===== src/rtl/hdc_pkg.sv =====
// Shared hypervector definitions for the bundler, datapath and class-vector memory.
package hdc_pkg;

  localparam int HDC_DIM      = 128;
  localparam int HDC_NUM_FEAT = 16;

  typedef enum logic [1:0] {
    ACCUM  = 2'd0,
    QUANT  = 2'd1,
    STREAM = 2'd2
  } state_e;

  typedef logic [HDC_DIM-1:0] hv_t;

endpackage


===== src/rtl/hdc_majority.sv =====
// Per-dimension majority threshold: compares 2*cnt against n, falling back to the tie bit.
module hdc_majority #(
  parameter int CNT_W = 5
) (
  input  logic [CNT_W-1:0] cnt,
  input  logic [CNT_W-1:0] n,
  input  logic             tie,
  output logic             q
);

  // One extra bit so doubling cnt can never wrap.
  logic [CNT_W:0] twice_cnt;
  logic [CNT_W:0] n_ext;

  assign twice_cnt = {cnt, 1'b0};
  assign n_ext     = {1'b0, n};

  always_comb begin
    q = tie;
    if (twice_cnt > n_ext) begin
      q = 1'b1;
    end else if (twice_cnt < n_ext) begin
      q = 1'b0;
    end
  end

endmodule


===== src/rtl/query_bundler.sv =====
// Bundles up to NUM_FEAT hypervectors by per-dimension majority vote and streams
// the quantized query out one bit per clock, index 0 first.
module query_bundler
  import hdc_pkg::*;
#(
  parameter int DIM      = HDC_DIM,
  parameter int NUM_FEAT = HDC_NUM_FEAT,
  parameter int CNT_W    = $clog2(NUM_FEAT + 1)
) (
  input  logic           clk,
  input  logic           rst_n,
  input  logic           in_valid,
  output logic           in_ready,
  input  logic [DIM-1:0] in_hv,
  input  logic           in_last,
  output logic           out_start,
  output logic           out_valid,
  output logic           out_bit,
  output logic           out_last,
  output logic           busy
);

  // Handshake: an input is consumed on a rising edge where in_valid && in_ready;
  // upstream must hold in_hv/in_last stable until then. The output stream has no
  // backpressure: out_bit is valid whenever out_valid is high.

  localparam int BIT_W = (DIM > 1) ? $clog2(DIM) : 1;

  state_e           state;
  logic [CNT_W-1:0] cnt [DIM];
  logic [CNT_W-1:0] feat_cnt;
  logic [DIM-1:0]   tie_vec;
  logic [DIM-1:0]   sr;
  logic [DIM-1:0]   q;
  logic [BIT_W-1:0] bit_idx;
  logic             accept;
  logic             feat_full;
  logic             bit_final;

  assign accept    = in_valid && in_ready;
  assign feat_full = (feat_cnt + CNT_W'(1)) == CNT_W'(NUM_FEAT);
  assign bit_final = bit_idx == BIT_W'(DIM - 1);

  assign in_ready  = (state == ACCUM);
  assign out_start = (state == QUANT);
  assign out_valid = (state == STREAM);
  assign out_bit   = (state == STREAM) && sr[0];
  assign out_last  = (state == STREAM) && bit_final;
  assign busy      = (state == QUANT) || (state == STREAM);

  genvar g;
  for (g = 0; g < DIM; g++) begin : g_maj
    hdc_majority #(
      .CNT_W(CNT_W)
    ) u_maj (
      .cnt(cnt[g]),
      .n  (feat_cnt),
      .tie(tie_vec[g]),
      .q  (q[g])
    );
  end

  always_ff @(posedge clk or negedge rst_n) begin
    if (!rst_n) begin
      state    <= ACCUM;
      feat_cnt <= '0;
      tie_vec  <= '0;
      sr       <= '0;
      bit_idx  <= '0;
      for (int i = 0; i < DIM; i++) begin
        cnt[i] <= '0;
      end
    end else begin
      case (state)
        ACCUM: begin
          if (accept) begin
            for (int i = 0; i < DIM; i++) begin
              cnt[i] <= cnt[i] + CNT_W'(in_hv[i]);
            end
            feat_cnt <= feat_cnt + CNT_W'(1);
            // The first vector of a query decides every tied dimension.
            if (feat_cnt == '0) begin
              tie_vec <= in_hv;
            end
            if (in_last || feat_full) begin
              state <= QUANT;
            end
          end
        end
        QUANT: begin
          sr       <= q;
          feat_cnt <= '0;
          bit_idx  <= '0;
          for (int i = 0; i < DIM; i++) begin
            cnt[i] <= '0;
          end
          state <= STREAM;
        end
        STREAM: begin
          sr      <= sr >> 1;
          bit_idx <= bit_idx + BIT_W'(1);
          if (bit_final) begin
            state <= ACCUM;
          end
        end
        default: begin
          state <= ACCUM;
        end
      endcase
    end
  end

endmodule


===== config.mk =====
export PLATFORM = sky130hd
export DESIGN_NAME = query_bundler
export DESIGN_NICKNAME = d
export VERILOG_FILES = /design/src/rtl/hdc_pkg.sv /design/src/rtl/hdc_majority.sv /design/src/rtl/query_bundler.sv
export SDC_FILE = /design/constraint.sdc
export NUM_CORES = 2
export LEC_CHECK = 0
export BUFFER_PORTS_ARGS = -buffer_cell sky130_fd_sc_hd__clkbuf_2
export CAP_MARGIN = 20
export CORE_UTILIZATION = 50
export CTS_BUF_LIST = sky130_fd_sc_hd__clkbuf_8
export CTS_CLUSTER_SIZE = 30
export DETAILED_ROUTE_END_ITERATION = 8
export GPL_TIMING_DRIVEN = 0
export PLACE_DENSITY_LB_ADDON = 0.2
export SYNTH_ARGS = -nofsm -noshare
export SYNTH_HDL_FRONTEND = slang
export SYNTH_HIERARCHICAL = 1
export SYNTH_SLANG_ARGS = --single-unit

===== constraint.sdc =====
create_clock -name clk -period 7.55 [get_ports clk]
set_input_delay 1.1325 -clock clk [delete_from_list [all_inputs] [get_ports clk]]
set_output_delay 1.1325 -clock clk [all_outputs]
set_load 0.1 [all_outputs]

==> reports/results.ini <==
[sta]
slew_headroom = 0.229
worst_slew_pin_slew_ps = 1160
max_freq_mhz = 210
fin_worst_skew_ps = 33.4
rsz0062_at_grt = false
hold_violations = 0
period_minus_slack_ps = 4760
final.setup.tns_ps = 0
setup_viol_count_final = 0
fin_ws_ps = 2790
timing.final.crit_share = 0.630
slew_viol_final = 0

[global_routing]
grt_pass1_wl_um = 252000
grt_use_met1 = 0.364
met2_usage = 0.443
grt_busiest_layer = met2
overflow = 0
grt_usage = 0.272
antenna_found_initial = 15
grt_pass1_vias = 45700
grt_max_degree = 105
met3_usage = 0.0484

[yosys]
syn_inst = 5845
yosysSeqAreaShare = 0.397
synth_cell_types = 35
synthXorXnorAreaFrac = 0.000458
synthAdderAreaFrac = 0.169
synth-simple-area-share = 0.119
synth_area_mm2 = 0.0574
syn_avg_cell_area_um2 = 9.82
synth-compound-area-share = 0.181
syn_nets = 6751
synth_seq_cells = 910
async_flop_share = 1.00
yosys_most_used_dff = dfrtp_1
synth_edf_count = 0
synth_warnings = 6
synth.area.mux_share = 0.0701
synth_top_family_by_area = compound AO/OA/AOI/OAI gates

[clocking]
htreeDepth = 4
cts_tree = built
numCtsBuffers = 169
path_clk_slew_ps = 60
post_cts_resized = 0
clock_sinks = 910
cts_root_buf = clkbuf_8
insertion_delay_ps = 870
hold_buffers = 0
postCtsSetupBuffers = 0
cts.path.max_buffers = 3

[floorplanning]
ios = 138
die-area_mm2 = 0.116
start_util = 0.507
core.rowCount = 123
core_mm2 = 0.113
dieHeight_um = 341
die_w_um = 341

[finish]
final_core_util = 0.566
fillers = 9898
areaGrowthSynthToFinish_pct = 11.6
final_common_cell = dfrtp_1
final_nets = 7084
regArea_mm2 = 0.0228
drive_above_1_share = 0.112
multi_input_area_mm2 = 0.0309
post-route-cell-area_mm2 = 0.0641
final_cell_mix = 905 x dfrtp_1, 774 x ha_1, 706 x inv_1

[flow_run]
max_cap_viol_count = 0

[critical_path]
worst_path_most_repeated_cell = clkbuf_1
timing.critical_path.slowest_cell_delay_ps = 590
cp-end-kind = output port
crit_family = buffers and inverters
crit_type = flop to output port
crit_path_cell_trace = inv_1 > ha_1 > clkbuf_1 > buf_8 > clkbuf_1 > and2_1 > clkbuf_2
crit_required_ps = 6420
worstSetupStartpointType = flop
path_max_fanout = 10
critPathArrivalTime_ps = 3630
critPathBufInv = 5
cpMaxStageDelayCell = clkbuf_1

[drt]
drt-pass1-iter-count = 5
drc = 0
drt-total-wl_um = 158000
num_vias = 46400
drt-wirelength-per-cell_um = 20.2
vias_per_cell = 5.94
drt_iter0_drc = 2865
ant_nets = 0

[power_and_ir_drop]
finalPower_mw = 9.94
combPwrFrac = 0.019
p_leak_nw = 30.7
p_int_mw = 7.60
ir_drop_uv = 111
power_density_mw_per_mm2 = 155
pwr-share-seq = 0.491
p_sw_frac = 0.235
p_sw_mw = 2.34
power.share.clock = 0.490

[outcome]
outcome = completed

[place]
pre_cts_ws_ps = 3730
place_area_mm2 = 0.0606
port_buffers = 137
hpwlAfterDp_um = 103000
gp_congestion = 0.824

[min_path]
hp-class = input port to async pin

==> cell usage after synthesis (2+ instances only) <==
| cell | number | area share |
|---|---|---|
| nand3_1 | 264 | 0.023 |
| o21ai_0 | 29 | 0.0025 |
| o31ai_1 | 2 | 0.00026 |
| inv_1 | 650 | 0.043 |
| nor3_2 | 10 | 0.0017 |
| ha_1 | 774 | 0.17 |
| a31oi_1 | 129 | 0.014 |
| buf_6 | 24 | 0.0047 |
| a211o_1 | 128 | 0.020 |
| buf_1 | 10 | 0.00065 |
| and4b_1 | 129 | 0.022 |
| a22o_1 | 382 | 0.058 |
| nor2_1 | 132 | 0.0086 |
| buf_2 | 133 | 0.012 |
| buf_4 | 3 | 0.00039 |
| mux2i_1 | 258 | 0.045 |
| xor2_1 | 3 | 0.00046 |
| dfrtp_1 | 910 | 0.40 |
| nand2_1 | 404 | 0.026 |
| o21ai_1 | 370 | 0.032 |
| clkbuf_1 | 74 | 0.0048 |
| nor3_1 | 246 | 0.021 |
| a21oi_1 | 386 | 0.034 |
| a32oi_1 | 128 | 0.020 |
| nor2b_1 | 130 | 0.014 |
| mux2_2 | 128 | 0.025 |
==> worst paths after layout <==
| kind | from | endpoint | slack, ps | depth (start not counted) |
|---|---|---|---|---|
| worst max-delay path | state[0]$_DFFE_PN0P_ | out_bit | 2790 | 7 |
| worst min-delay path | rst_n | tie_vec[9]$_DFFE_PN0P_ | 290 | 1 |
| worst max register to register | state[0]$_DFFE_PN0P_ | cnt[65]$_DFFE_PN0P_ | 4310 | 7 |
| worst min register to register | tie_vec[31]$_DFFE_PN0P_ | tie_vec[31]$_DFFE_PN0P_ | 500 | 1 |
| max in group asynchronous | rst_n | tie_vec[63]$_DFFE_PN0P_ | 5390 | 4 |
| min in group clk | tie_vec[31]$_DFFE_PN0P_ | tie_vec[31]$_DFFE_PN0P_ | 500 | 1 |
==> flip-flops by register name, summed over array words and instances (netlist names) <==
name      cells
tie_vec     128
state         2
sr          128
cnt         640
feat_cnt      5
bit_idx       7
==> cell families after synthesis <==
kind of cell    count (synthesis)
compound gates               1557
xor+xnor                        3
fa+ha+maj                     774
buf+inv                       894
flops                         910
mux                           386
simple gates                 1321
==> metal layers <==
| layer | up-vias | share of wire |
|---|---|---|
| met5 | - | 0.00048 |
| met4 | 12 | 0.031 |
| met3 | 290 | 0.057 |
| met2 | 1103 | 0.46 |
| met1 | 22900 | 0.45 |
| li1 | 22100 | - |
==> per-stage QoR <==
step | std cells | hold slack (ps)
after detailed placement | 7507 | 493
after global placement | 7482 | 487
after CTS | 7804 | 261
final | 7808 | 285
after global routing | 7805 | 304
after floorplan | 5845 | 473
==> final cells by class <==
| class | count | area share |
|---|---|---|
| Antenna cell | 4 | 0.000156 |
| Buffer | 244 | 0.0199 |
| Clock inverter | 79 | 0.00658 |
| Multi-Input combinational cell | 4041 | 0.482 |
| Tap cell | 1500 | 0.0293 |
| Sequential cell | 910 | 0.356 |
| Inverter | 650 | 0.0381 |
| Timing Repair Buffer | 162 | 0.0210 |
| Clock buffer | 218 | 0.0468 |
==> worst reg2reg max path, stage by stage (launching register included) <==
cell	delay, ps
dfrtp_1	400
ha_1	230
buf_2	240
clkbuf_1	310
nor2_1	870
buf_2	570
buf_2	380
a22o_1	190
==> power by group through the flow <==
| stage | sequential (mW) | combinational [mW] | clock (mW) |
|---|---|---|---|
| floorplan | 4.97 | 0.0153 | 0 |
| global placement | 4.98 | 0.178 | 0 |
| detailed placement | 4.97 | 0.200 | 0 |
| CTS | 4.88 | 0.200 | 4.96 |
| global route | 4.88 | 0.222 | 5.19 |
| finish | 4.88 | 0.191 | 4.87 |
Note: power is estimated with default switching activity, not from simulation.
